`config.mk`:
```
export PLATFORM = sky130hd
export DESIGN_NAME = pipe_stage_elastic
export DESIGN_NICKNAME = d
export VERILOG_FILES = /design/src/rtl/pipe_stage_elastic.sv
export SDC_FILE = /design/constraint.sdc
export NUM_CORES = 1
export LEC_CHECK = 0
export ABC_CLOCK_PERIOD_IN_PS = 8980
export CORE_UTILIZATION = 45
export DETAILED_ROUTE_END_ITERATION = 6
export PLACE_DENSITY = 0.74
export SYNTH_ARGS = -nofsm -noshare
export SYNTH_HDL_FRONTEND = slang
export SYNTH_SLANG_ARGS = --single-unit
export TNS_END_PERCENT = 1
```
`constraint.sdc`:
```
create_clock -name clk -period 8.98 [get_ports clk]
set_input_delay 0.898 -clock clk [delete_from_list [all_inputs] [get_ports clk]]
set_output_delay 0.898 -clock clk [all_outputs]
set_load 0.005 [all_outputs]
```
`src/rtl/pipe_stage_elastic.sv`:
```
// Elastic pipeline stage: carries a control field and a payload between two
// stages with a valid/ready handshake. SKID=0 gives a single entry with a
// combinational in_ready; SKID=1 adds a second (skid) entry so that in_ready
// depends only on registered state. Flush turns the held entries into bubbles,
// and a saturating counter records cycles where the output is backpressured.
module pipe_stage_elastic #(
    parameter int DATA_W = 128,
    parameter int CTRL_W = 8,
    parameter int SKID   = 1
) (
    input  logic              clk,
    input  logic              rst_n,
    input  logic              flush,
    input  logic              in_valid,
    output logic              in_ready,
    input  logic [CTRL_W-1:0] in_ctrl,
    input  logic [DATA_W-1:0] in_data,
    output logic              out_valid,
    input  logic              out_ready,
    output logic [CTRL_W-1:0] out_ctrl,
    output logic [DATA_W-1:0] out_data,
    output logic [1:0]        occupancy,
    output logic [15:0]       stall_cnt,
    input  logic              stat_clr
);

    // Encoding doubles as the entry count so occupancy is the state itself.
    typedef enum logic [1:0] {
        ST_EMPTY = 2'd0,
        ST_ONE   = 2'd1,
        ST_TWO   = 2'd2
    } state_t;

    state_t            state_q, state_d;
    logic [CTRL_W-1:0] main_ctrl_q, main_ctrl_d;
    logic [DATA_W-1:0] main_data_q, main_data_d;
    logic [CTRL_W-1:0] skid_ctrl_q, skid_ctrl_d;
    logic [DATA_W-1:0] skid_data_q, skid_data_d;
    logic [15:0]       stall_cnt_q, stall_cnt_d;

    logic accept;
    logic dequeue;

    assign out_valid = (state_q != ST_EMPTY);
    assign out_ctrl  = out_valid ? main_ctrl_q : '0;
    assign out_data  = main_data_q;
    assign occupancy = state_q;
    assign stall_cnt = stall_cnt_q;

    generate
        if (SKID != 0) begin : g_skid_ready
            assign in_ready = (state_q != ST_TWO) && !flush;
        end else begin : g_comb_ready
            assign in_ready = (!out_valid || out_ready) && !flush;
        end
    endgenerate

    assign accept  = in_valid && in_ready;
    assign dequeue = out_valid && out_ready;

    // Next entry state and contents; flush overrides any accept or dequeue.
    always_comb begin
        state_d     = state_q;
        main_ctrl_d = main_ctrl_q;
        main_data_d = main_data_q;
        skid_ctrl_d = skid_ctrl_q;
        skid_data_d = skid_data_q;
        if (flush) begin
            state_d = ST_EMPTY;
        end else begin
            case (state_q)
                ST_EMPTY: begin
                    if (accept) begin
                        state_d     = ST_ONE;
                        main_ctrl_d = in_ctrl;
                        main_data_d = in_data;
                    end
                end
                ST_ONE: begin
                    if (accept && dequeue) begin
                        main_ctrl_d = in_ctrl;
                        main_data_d = in_data;
                    end else if (accept) begin
                        state_d     = ST_TWO;
                        skid_ctrl_d = in_ctrl;
                        skid_data_d = in_data;
                    end else if (dequeue) begin
                        state_d = ST_EMPTY;
                    end
                end
                ST_TWO: begin
                    if (dequeue) begin
                        state_d     = ST_ONE;
                        main_ctrl_d = skid_ctrl_q;
                        main_data_d = skid_data_q;
                    end
                end
                default: begin
                    state_d = ST_EMPTY;
                end
            endcase
        end
    end

    // Saturating backpressure counter; clear wins over increment.
    always_comb begin
        stall_cnt_d = stall_cnt_q;
        if (stat_clr) begin
            stall_cnt_d = '0;
        end else if (out_valid && !out_ready && (stall_cnt_q != 16'hFFFF)) begin
            stall_cnt_d = stall_cnt_q + 16'd1;
        end
    end

    // State and entry registers with asynchronous active-high reset.
    always_ff @(posedge clk or posedge rst_n) begin
        if (rst_n) begin
            state_q     <= ST_EMPTY;
            main_ctrl_q <= '0;
            main_data_q <= '0;
            skid_ctrl_q <= '0;
            skid_data_q <= '0;
            stall_cnt_q <= '0;
        end else begin
            state_q     <= state_d;
            main_ctrl_q <= main_ctrl_d;
            main_data_q <= main_data_d;
            skid_ctrl_q <= skid_ctrl_d;
            skid_data_q <= skid_data_d;
            stall_cnt_q <= stall_cnt_d;
        end
    end

endmodule

```
; Yosys cells after proc, flatten, opt, wreduce, memory -nomap -nowiden
; Cells that the tools add are included.
[classes]
addsub = 1
eq_ne = 11
muxes = 18
n_bitwise = 2
reduce_logical = 15
[op_table]
columns = cell, count
row1 = 128-bit two-way mux, 3
row2 = 128-bit case mux with 3 select lines, 1
row3 = 16-bit two-way mux, 2
row4 = 8-bit two-way mux, 4
row5 = 8-bit case mux with 3 select lines, 1
row6 = 16-bit by 1-bit adder with 16-bit output (second input constant), 1
row7 = 16-bit != test (second input constant), 1
row8 = 2-bit two-way mux, 6
row9 = 3-bit != test (second input constant), 3
row10 = 2-bit != test (second input constant), 4
row11 = 4-bit AND reduction, 2
row12 = 1-bit logical AND, 6
row13 = 2-bit case mux with 3 select lines, 1
row14 = 5-bit AND reduction, 1
row15 = 4-bit != test (second input constant), 1
row16 = 2-bit nonzero test, 2
row17 = 3-bit nonzero test, 1
row18 = 2-bit by 1-bit == test with 1-bit output (second input constant), 1
row19 = 2-bit == test (second input constant), 1
row20 = 1-bit logical NOT, 2
row21 = 2-bit logical NOT, 1
row22 = 1-bit inverter, 2
[word_totals]
reg_bits = 290
input_bits = 142
output_inout_bits = 156
word_cells = 53

; Depth between registers and ports, before layout
; Gate-level depths: netlist of the first run.
[depth]
depth_word = 7
ltp_mapped = 7

; Least setup slack after synthesis of the first run
; Ideal clock, no wire load.
[synth_path]
kind = input to register
start = input port in_valid
end = register main_ctrl_q[0]
setup_time_ps = 125
arrival_time_ps = 2162
required_time_ps = 8855
setup_slack_ps = 6694
stages = 7
n_path_buf = 3
cell_sequence = nor2b_1 > and2_1 > o21bai_1 > buf_2 > buf_2 > buf_4 > mux2_2
[synth_between]
elab_chain_cells = 4
[synth_rtl]
columns = element, line
row1 = from (decl), 14  ; input logic in_valid,
row2 = 1-bit logical AND (*), 58  ; assign accept = in_valid && in_ready;
row3 = 1-bit logical AND, 80  ; if (accept && dequeue) begin
row4 = 2-bit != test (no line), --
row5 = 5-bit AND reduction (no line) (*), --
row6 = to (signal assigned), 126  ; main_ctrl_q <= main_ctrl_d;
row7 = to (decl), 35  ; logic [CTRL_W-1:0] main_ctrl_q, main_ctrl_d;
; Mark *: on every way between the ends. The rest lies on a longest branch, timed or not.
; A chain may end at the register's enable or synchronous reset.

; Final worst setup path of the first run
[layout_path]
start = input port in_valid
end = register main_data_q[48] (netlist: out_data[48])
[layout_between]
elab_chain_cells = 4
[layout_rtl]
columns = element, line
row1 = 1-bit logical AND (*), 58
row2 = 1-bit logical AND, 80
row3 = 2-bit != test (no line), --
row4 = 5-bit AND reduction (no line) (*), --
row5 = to (signal assigned), 127  ; main_data_q <= main_data_d;
row6 = to (decl), 36  ; logic [DATA_W-1:0] main_data_q, main_data_d;
; Marks and branches as above.

==> results by group, run 1 <==
Power
  • Worst IR Drop VDD: 0.000140 V
  • Tot Pwr: 0.00389 W
  • Power Density: 226 mW/mm2
  • Static leakage: 7.15 nW

Setup path
  • Crit path kind: in2reg
  • Cells on worst reg2reg path: 6
  • R2r setup slk: 5530 ps
  • Delay of the slowest cell on the worst path: 850 ps
  • Crit path launch type: primary input
  • Worst Path Required: 9350 ps
  • Worst path cell trace: clkdlybuf4s50_1, nor2b_1, and2_1, o21bai_4, buf_4, buf_4, mux2_2
  • Cell mode on critical path: buf_4
  • Critical Path AT: 4230 ps
  • Slowest CP cell: buf_4
  • Reg2reg start: occupancy[1]
  • CP max FO: 70
  • FF-to-FF End: out_data[48]
  • Critical Path End Type: flop

CTS
  • Worst-path clk slew: 60 ps
  • Htree depth: 2
  • CTS tree: yes
  • TritonCTS Sinks: 290
  • CTS Root Cell: clkbuf_16
  • CTS Hold Bufs: 0
  • Clock buffer depth: 3
  • Worst-Skew Late Latency: 500 ps
  • Number of setup buffers added after CTS: 0
  • CTS Buf Count: 34
  • PostCTS Resize Cnt: 0

Synth
  • Synth area leaders: dfrtp_1, mux2_2, buf_2
  • Synth Instances: 853
  • Top FF cell, synth: dfrtp_1
  • Most common cell in the netlist: mux2_2
  • Ys async rst share: 100%
  • Post-synthesis sequential area ratio: 56.8%
  • Yosys warning total: 0
  • Post-synth top area share: 56.8%
  • Avg Inst Size Synth: 15.0 um2
  • Synth area leader: dfrtp_1
  • Mapped cell area: 0.0128 mm2
  • Post-Syn Nets: 996
  • Unique masters post-synth: 36
  • Most frequent cells after synthesis: mux2_2, dfrtp_1, buf_2
  • Post-synth EDFFs: 0
  • Flops & latches, synth: 290

STA
  • Worst slew pin tran: 1070 ps
  • Slew Limit Fails: 0
  • Hold Vio Cnt, Final: 0
  • Final worst path period need: 3860 ps
  • Setup Skew: 11.8 ps
  • RSZ-0062 raised after global routing: false
  • Final setup fails: 0
  • Worst rel slew slack: 28.3%
  • Final Cycle Share: 42.9%
  • Fmax: 259 MHz
  • Setup TNS: 0 ps

Worst hold path
  • Hold Path Sink: main_ctrl_q[4]
  • Hold Crit Class: reg2reg
  • Hold_sp: main_ctrl_q[4]
  • Worst Hold Depth: 1

Place
  • Hpwl dp: 17,900 um
  • IO Port Bufs: 297
  • Instance area at placement: 0.0161 mm2
  • Final GP Congestion: 0.813

Die
  • Die Y: 170 um
  • Initial Utilization: 45.8%
  • Io pins: 298
  • # rows: 61
  • Core area: 0.0279 mm2
  • Die W: 170 um
  • Full die area: 0.0291 mm2

Global route
  • Remaining global-route overflow: 0
  • Pin count of the biggest net entering global routing: 177
  • Number of global-route vias before repair: 8,274
  • Initial antenna violation count: 0
  • First-pass GRT wire length: 44,700 um
  • All-Layer GR Usage: 19.4%

Final layout
  • Post-layout util: 61.8%
  • Layout Cell Area excl Fill: 0.0172 mm2
  • Final net count: 1,287
  • Layout cell share with drive strength beyond 1: 41.4%
  • Filler cell count: 2,164
  • Area grow syn2layout: 34.7%
  • # diodes: 0

Outcome
  • Status: finished clean

Detailed routing
  • DRT iter0 DRCs: 369
  • Vias: 7,946
  • WL per Instance: 18.1 um
  • First-pass DRT Iterations: 4
  • DR vias/cell: 5.14
  • # DRC: 0
  • DRT antenna net count: 0
  • DRT Wirelength: 28,000 um

Flow run
  • Max_cap viols: 0
==> cell families (layout without fill, tap and decap cells) <==
| logic type | after synthesis | after routing | share of synthesized area (%) |
|---|---|---|---|
| flip-flops | 290 | 290 | 56.8 |
| multiplexers | 415 | 415 | 36.6 |
| adder cells (fa/ha/maj) | 1 | 1 | 0.0980 |
| buffers and inverters | 53 | 368 | 2.06 |
| AND/OR/NAND/NOR | 72 | 72 | 3.34 |
| AO/OA/AOI/OAI | 22 | 22 | 1.10 |
==> final cells by class <==
class	instances	area, um2	area share, %
Clock inverter	8	93.8	0.545
Inverter	4	22.5	0.131
Timing Repair Buffer	304	3040	17.7
Clock buffer	52	1040	6.04
Sequential cell	290	7260	42.2
Multi-Input combinational cell	510	5280	30.7
Tap cell	378	473	2.75
==> routing by layer <==
metal	global-route usage [%]	part of all wire, %
met1	25.3	43
met4	6.46	2.4
met5	0	0
met2	30.7	46
met3	6.16	8.2
==> state kept, by name, indices dropped and copies added (netlist names) <==
register	flops
out_data	128
skid_data_q	128
stall_cnt	16
main_ctrl_q	8
skid_ctrl_q	8
occupancy	2
==> through the flow <==
| step | hold slack [ps] | cells | setup slack [ps] |
|---|---|---|---|
| finish | 496 | 1546 | 5120 |
| global route | 505 | 1546 | 4920 |
| CTS | 500 | 1546 | 5110 |
| detailed placement | 487 | 1486 | 4550 |
| global placement | 480 | 1486 | 4630 |
| floorplan | 471 | 853 | 76.3 |
==> worst max-delay path by stage <==
stage	start	cells past startpoint	endpoint
global placement	in_valid	7	out_data[83]
floorplan	rst_n	1	main_ctrl_q[0]
finish	in_valid	7	out_data[48]
global route	out_ready	7	out_data[43]
CTS	in_valid	7	out_data[32]
detailed placement	in_valid	7	out_data[55]
==> cell usage in the layout (no fill, tap or decap), types with 2 or more instances in the layout <==
cell type,Yosys,routed
mux2_2,413,413
clkbuf_8,0,10
nor3_1,3,3
or4_1,7,7
nand2b_1,2,2
mux2i_1,2,2
nand4_2,2,2
clkdlybuf4s50_1,0,297
dfrtp_1,290,290
bufinv_16,0,2
a211oi_1,2,2
nor4_1,5,5
nand3_1,6,5
clkinv_2,0,5
nor2b_1,15,14
nand4_1,2,2
clkbuf_1,5,7
o31ai_1,5,5
o21ai_0,2,2
clkbuf_16,0,35
nor2_1,16,16
buf_4,4,6
a21oi_1,9,9
nand2_1,5,5
inv_1,4,3
==> report_power, final <==
group	switching (W)	internal, W	total [W]
registers	0.000144	0.00161	0.00175
logic	0.000235	0.000528	0.000764
clock network	0.000527	0.000854	0.00138
==> worst max-delay path, delay by kind of cell <==
family	cells	cell delay, ps
compound gates	1	370
mux	1	420
simple gates	2	400
buf+inv	3	2000
Note: power is estimated with default switching activity, not from simulation.
==> inputs of run 2 (changes only) <==
--- a/config.mk
+++ b/config.mk
@@ -5,10 +5,10 @@
 export SDC_FILE = /design/constraint.sdc
 export NUM_CORES = 1
 export LEC_CHECK = 0
-export ABC_CLOCK_PERIOD_IN_PS = 8980
+export ABC_CLOCK_PERIOD_IN_PS = 3600
 export CORE_UTILIZATION = 45
 export DETAILED_ROUTE_END_ITERATION = 6
-export PLACE_DENSITY = 0.74
+export PLACE_DENSITY = 0.71
 export SYNTH_ARGS = -nofsm -noshare
 export SYNTH_HDL_FRONTEND = slang
 export SYNTH_SLANG_ARGS = --single-unit
==> constraint.sdc (replaced) <==
create_clock -name clk -period 3.6 [get_ports clk]
set_input_delay 0.36 -clock clk [delete_from_list [all_inputs] [get_ports clk]]
set_output_delay 0.36 -clock clk [all_outputs]
set_load 0.005 [all_outputs]
==> run 2 against run 1 <==
Effect of this change: sequential share of layout area fell by 0.48 points; clock skew grew 3.3 ps; clock-buffer cell count down 10.
==> results by group, run 2 (synthesis gave the netlist of run 1 again) <==
Global route
  • First-pass GRT wire length: 45,600 um (+1.9%)
  • Remaining global-route overflow: 0 (unchanged)
  • All-Layer GR Usage: 19.9% (+0.41 points)
  • Pin count of the biggest net entering global routing: 111 (-37%)
  • Number of global-route vias before repair: 8,256 (-0.22%)
  • Initial antenna violation count: 1 (+1)

Detailed routing
  • DRT antenna net count: 0 (unchanged)
  • # DRC: 0 (unchanged)
  • First-pass DRT Iterations: 4 (unchanged)
  • DR vias/cell: 5.13 (-0.19%)
  • DRT iter0 DRCs: 303 (-18%)
  • Vias: 7,967 (+0.26%)
  • DRT Wirelength: 28,800 um (+2.7%)
  • WL per Instance: 18.5 um (+2.2%)

Die
  • Full die area: 0.0291 mm2 (unchanged)
  • Die W: 170 um (unchanged)
  • Initial Utilization: 45.8% (unchanged)
  • # rows: 61 (unchanged)
  • Io pins: 298 (unchanged)
  • Die Y: 170 um (unchanged)
  • Core area: 0.0279 mm2 (unchanged)

STA
  • Final Cycle Share: 71.2%
  • Fmax: 390 MHz
  • Setup TNS: 0 ps (unchanged)
  • Final setup fails: 0 (unchanged)
  • Worst rel slew slack: 31.8% (+3.5 points)
  • Slew Limit Fails: 0 (unchanged)
  • Setup Skew: 15.1 ps (+3.33 ps)
  • Final worst path period need: 2560 ps
  • RSZ-0062 raised after global routing: false
  • Worst slew pin tran: 1010 ps (-52.2 ps)
  • Hold Vio Cnt, Final: 0 (unchanged)

Final layout
  • Area grow syn2layout: 36.3%
  • # diodes: 0 (unchanged)
  • Cell Count, Final, Fillers Out: 1,553 (+0.45%)
  • Commonest non-fill, non-tap cell in the layout: mux2_2
  • Layout cell share with drive strength beyond 1: 42.2% (+0.77 points)
  • Filler cell count: 2,156 (-0.37%)
  • Final net count: 1,294 (+0.54%)
  • Most frequent cells in the layout: mux2_2, clkdlybuf4s50_1, dfrtp_1

CTS
  • Worst-Skew Late Latency: 550 ps (+50 ps)
  • CTS Buf Count: 31 (-8.8%)
  • Worst-path clk slew: 60 ps (about the same)
  • CTS Hold Bufs: 0 (unchanged)
  • Clock buffer depth: 3 (unchanged)
  • Htree depth: 1 (-1)
  • TritonCTS Sinks: 290 (unchanged)
  • PostCTS Resize Cnt: 0 (unchanged)
  • CTS Root Cell: clkbuf_16
  • Number of setup buffers added after CTS: 0 (unchanged)
  • CTS tree: yes

Setup path
  • CP max FO: 9 (-87%)
  • Crit path launch type: flop
  • Critical Path AT: 2200 ps (-2030 ps)
  • Worst Path Required: 3240 ps (-6110 ps)
  • Critical Path End Type: output pin
  • Crit path kind: reg2out

Power
  • Power Density: 565 mW/mm2 (+150%)
  • Clk pwr share: 35.9% (+0.4 points)
  • Int Pwr: 0.00759 W (+150%)
  • Reg power frac: 44.4% (-0.5 points)
  • Net Sw Power: 0.00225 W (+150%)
  • Static leakage: 7.25 nW (+1.3%)
  • Net Sw Frac: 22.9% (-0.39 points)
  • Comb pwr share: 19.7% (about the same)
  • Worst IR Drop VDD: 0.000386 V (+180%)

Worst hold path
  • Hold Crit Class: in2async

Place
  • IO Port Bufs: 297 (unchanged)
  • Final GP Congestion: 0.804 (-1.1%)
  • Placed Instances: 1,496 (+0.67%)
  • Hpwl dp: 19,000 um (+6.4%)

Flow run
  • Max_cap viols: 0 (unchanged)

Outcome
  • Status: finished clean
run 2: cell types whose count changed in the layout (fill, tap and decap cells not counted), sizes merged:
cell	delta
clkbuf	-10
buf	+10
clkinv	+2
bufinv	+5
inv	-2
clkinvlp	+2
run 2: final timing paths:
| kind | start | endpoint | slack, ps | cells past startpoint |
|---|---|---|---|---|
| max in group asynchronous | rst_n | skid_data_q[23] | 2610 | 3 |
| hold / removal | rst_n | skid_data_q[120] | 210 | 2 |
| setup reg to reg | stall_cnt[1] | stall_cnt[6] | 1170 | 5 |
| min in group clk | in_data[5] | skid_data_q[5] | 450 | 2 |
| setup / recovery | occupancy[0] | out_ctrl[1] | 1040 | 3 |
| hold reg to reg | main_ctrl_q[5] | main_ctrl_q[5] | 490 | 1 |
run 2: per-layer routing:
layer,track usage [%],share of wire [%]
met1,25.3,42
met2,31.6,46
met3,7.26,9.1
met4,5.72,2.5
met5,0,0.045
run 2: per-stage QoR:
stage | util, % | power, W | hold WS (ps) | worst slack, ps | instance area, um2
final | 62.5 | 0.00984 | 214 | 1040 | 17400
after global routing | 62.5 | 0.0103 | 248 | 868 | 17400
after CTS | 62.5 | 0.00996 | 214 | 939 | 17400
after detailed placement | 58.3 | 0.00637 | 485 | 885 | 16200
after global placement | 58.3 | 0.00630 | 480 | 904 | 16200
after floorplan | - | 0.00529 | 426 | -607 | 12800
run 2: worst max-delay path, stage by stage (launching register included):
cell             delay (ps)
dfrtp_1                 500
nor2_1                  540
nor2b_1                 120
clkdlybuf4s50_1         490
run 2: final cells by class:
type | instances | area, um2 | area share, %
Clock inverter | 15 | 253 | 1.45
Multi-Input combinational cell | 510 | 5280 | 30.3
Clock buffer | 42 | 907 | 5.21
Inverter | 4 | 18.8 | 0.108
Tap cell | 378 | 473 | 2.72
Timing Repair Buffer | 314 | 3210 | 18.5
Sequential cell | 290 | 7260 | 41.7
run 2: power groups by stage:
stage	clock [W]	combinational, W	sequential [W]
global route	0.00376	0.00211	0.00446
floorplan	0	0.000934	0.00436
detailed placement	0	0.00196	0.00441
CTS	0.00362	0.00198	0.00436
finish	0.00354	0.00194	0.00437
global placement	0	0.00192	0.00437
==> inputs of run 3 (changes only) <==
--- a/config.mk
+++ b/config.mk
@@ -5,7 +5,7 @@
 export SDC_FILE = /design/constraint.sdc
 export NUM_CORES = 1
 export LEC_CHECK = 0
-export ABC_CLOCK_PERIOD_IN_PS = 3600
+export ABC_CLOCK_PERIOD_IN_PS = 2400
 export CORE_UTILIZATION = 45
 export DETAILED_ROUTE_END_ITERATION = 6
 export PLACE_DENSITY = 0.71
==> constraint.sdc (replaced) <==
create_clock -name clk -period 2.4 [get_ports clk]
set_input_delay 0.24 -clock clk [delete_from_list [all_inputs] [get_ports clk]]
set_output_delay 0.24 -clock clk [all_outputs]
set_load 0.005 [all_outputs]
==> run 3 against run 2 <==
Effect of this change: hold slack got worse by 180 ps; sequential cell count did not move; largest cell class unchanged; core utilization grew 0.18 points; critical path type unchanged; sequential share of layout area fell by 0.11 points; final cell count is 0.64% higher; routed wire length about the same.
==> results by group, run 3 (synthesis gave the netlist of run 1 again) <==
Outcome
  • Status: finished clean

Place
  • Final GP Congestion: 0.844 (+5.0%)
  • Placed Instances: 1,508 (+0.80%)
  • IO Port Bufs: 297 (unchanged)
  • Instance area at placement: 0.0164 mm2 (+1.2%)
  • Hpwl dp: 19,400 um (+2.3%)

Power
  • Static leakage: 7.27 nW (+0.26%)
  • Worst IR Drop VDD: 0.000612 V (+58%)
  • Power Density: 816 mW/mm2 (+44%)

CTS
  • Worst-Skew Late Latency: 550 ps (about the same)
  • TritonCTS Sinks: 290 (unchanged)
  • CTS Buf Count: 31 (unchanged)
  • CTS Hold Bufs: 0 (unchanged)
  • Number of setup buffers added after CTS: 0 (unchanged)
  • Htree depth: 1 (unchanged)
  • CTS tree: yes
  • CTS Root Cell: clkbuf_16
  • Clock buffer depth: 3 (unchanged)
  • PostCTS Resize Cnt: 0 (unchanged)
  • Worst-path clk slew: 60 ps (about the same)

Global route
  • Pin count of the biggest net entering global routing: 80 (-28%)
  • First-pass GRT wire length: 45,500 um (about the same)
  • Number of global-route vias before repair: 8,360 (+1.3%)
  • Initial antenna violation count: 4 (+3)
  • All-Layer GR Usage: 19.9% (about the same)
  • Remaining global-route overflow: 0 (unchanged)

Setup path
  • Cells on worst reg2reg path: 5 (unchanged)
  • Slowest CP cell: dfrtp_1
  • Worst path buffer plus inverter count: 2 (+1)
  • Crit path kind: reg2out
  • Critical Path End Type: output pin
  • R2r setup slk: 270 ps (-900 ps)
  • CP max FO: 9 (unchanged)
  • Reg2reg start: stall_cnt[1]
  • Top delay family on crit path: buffers and inverters
  • Worst path cell trace: nor2b_4, buf_4, nor2_1, clkdlybuf4s50_1
  • Delay of the slowest cell on the worst path: 490 ps (-50 ps)
  • Critical Path AT: 2020 ps (-180 ps)
  • Worst Path Required: 2160 ps (-1080 ps)
  • FF-to-FF End: stall_cnt[12]
  • Crit path launch type: flop

Final layout
  • Most frequent cells in the layout: mux2_2, clkdlybuf4s50_1, dfrtp_1
  • Cell Count, Final, Fillers Out: 1,563 (+0.64%)
  • Commonest non-fill, non-tap cell in the layout: mux2_2
  • Filler cell count: 2,168 (+0.56%)
  • Multi-input logic area: 0.00528 mm2 (unchanged)
  • Register area: 0.00726 mm2 (about the same)
  • Layout cell share with drive strength beyond 1: 42.2% (about the same)
  • Area grow syn2layout: 36.7%
  • Layout Cell Area excl Fill: 0.0175 mm2 (+0.28%)
  • Final net count: 1,306 (+0.93%)

Die
  • Io pins: 298 (unchanged)
  • Die Y: 170 um (unchanged)
  • Initial Utilization: 45.8% (unchanged)
  • Full die area: 0.0291 mm2 (unchanged)
  • Core area: 0.0279 mm2 (unchanged)
  • # rows: 61 (unchanged)
  • Die W: 170 um (unchanged)

Detailed routing
  • DR vias/cell: 5.09 (-0.76%)
  • Vias: 7,957 (-0.13%)
  • # DRC: 0 (unchanged)
  • First-pass DRT Iterations: 6 (+2)
  • DRT antenna net count: 0 (unchanged)
  • DRT iter0 DRCs: 331 (+9.2%)
  • WL per Instance: 18.4 um (-0.56%)
  • DRT Wirelength: 28,800 um (about the same)

STA
  • Final Cycle Share: 94.0%
  • Setup Skew: 12.6 ps (-2.51 ps)
  • Slew Limit Fails: 0 (unchanged)
  • Hold Vio Cnt, Final: 0 (unchanged)
  • Final worst path period need: 2260 ps
  • Worst slew pin tran: 509 ps (-506 ps)
  • Fmax: 443 MHz
  • Worst rel slew slack: 65.7% (+34 points)
  • Fin Hold WS: 38.6 ps (-176 ps)
  • RSZ-0062 raised after global routing: false
  • Final setup fails: 0 (unchanged)

Flow run
  • Max_cap viols: 0 (unchanged)

Worst hold path
  • Hold Crit Class: in2async
[run 3: cell types whose count changed in the layout (fill, tap and decap cells not counted), sizes merged]
cell | before | now
clkbuf | 42 | 46
clkinvlp | 2 | 1
bufinv | 7 | 3
diode | 0 | 2
clkinv | 7 | 4
buf | 17 | 29
[run 3: report_power, final]
group | switching (W) | internal [W]
clock network | 0.00186 | 0.00288
logic | 0.000919 | 0.00204
registers | 0.000536 | 0.00601
[run 3: how the worst max path moves through the flow]
stage                       from  cells after the start        endpoint
global route        occupancy[1]                      4        in_ready
floorplan                  rst_n                      1  main_ctrl_q[0]
global placement       out_ready                      5   stall_cnt[15]
detailed placement     out_ready                      5   stall_cnt[15]
finish              occupancy[1]                      4        in_ready
CTS                 occupancy[0]                      4     out_ctrl[3]
[run 3: metal layers]
metal	vias to the layer above	routed length [um]	track usage [%]
met2	228	13400	31.5
li1	3694	-	-
met4	2	703	6.07
met3	41	2530	7.09
met5	-	11	0
met1	3992	12200	25.5
[run 3: final cells by class]
class / count / area share (%)
repair buffers: 326 / 19.5
well taps: 378 / 2.71
inverters: 4 / 0.108
clock inverters: 7 / 0.631
diodes: 2 / 0.0287
multi-input cells: 510 / 30.3
clock buffers: 46 / 5.17
flip-flops and latches: 290 / 41.6
[run 3: metrics by stage]
stage / setup WS [ps] / setup TNS (ps) / total power (W) / utilization, %
after floorplan: -1690 / -489280 / 0.00794 / -
after global placement: 233 / 0 / 0.00949 / 59.0
after detailed placement: 205 / 0 / 0.00961 / 59.0
after CTS: 10.1 / 0 / 0.0144 / 62.6
after global routing: 11.0 / 0 / 0.0150 / 62.6
final: 143 / 0 / 0.0142 / 62.6
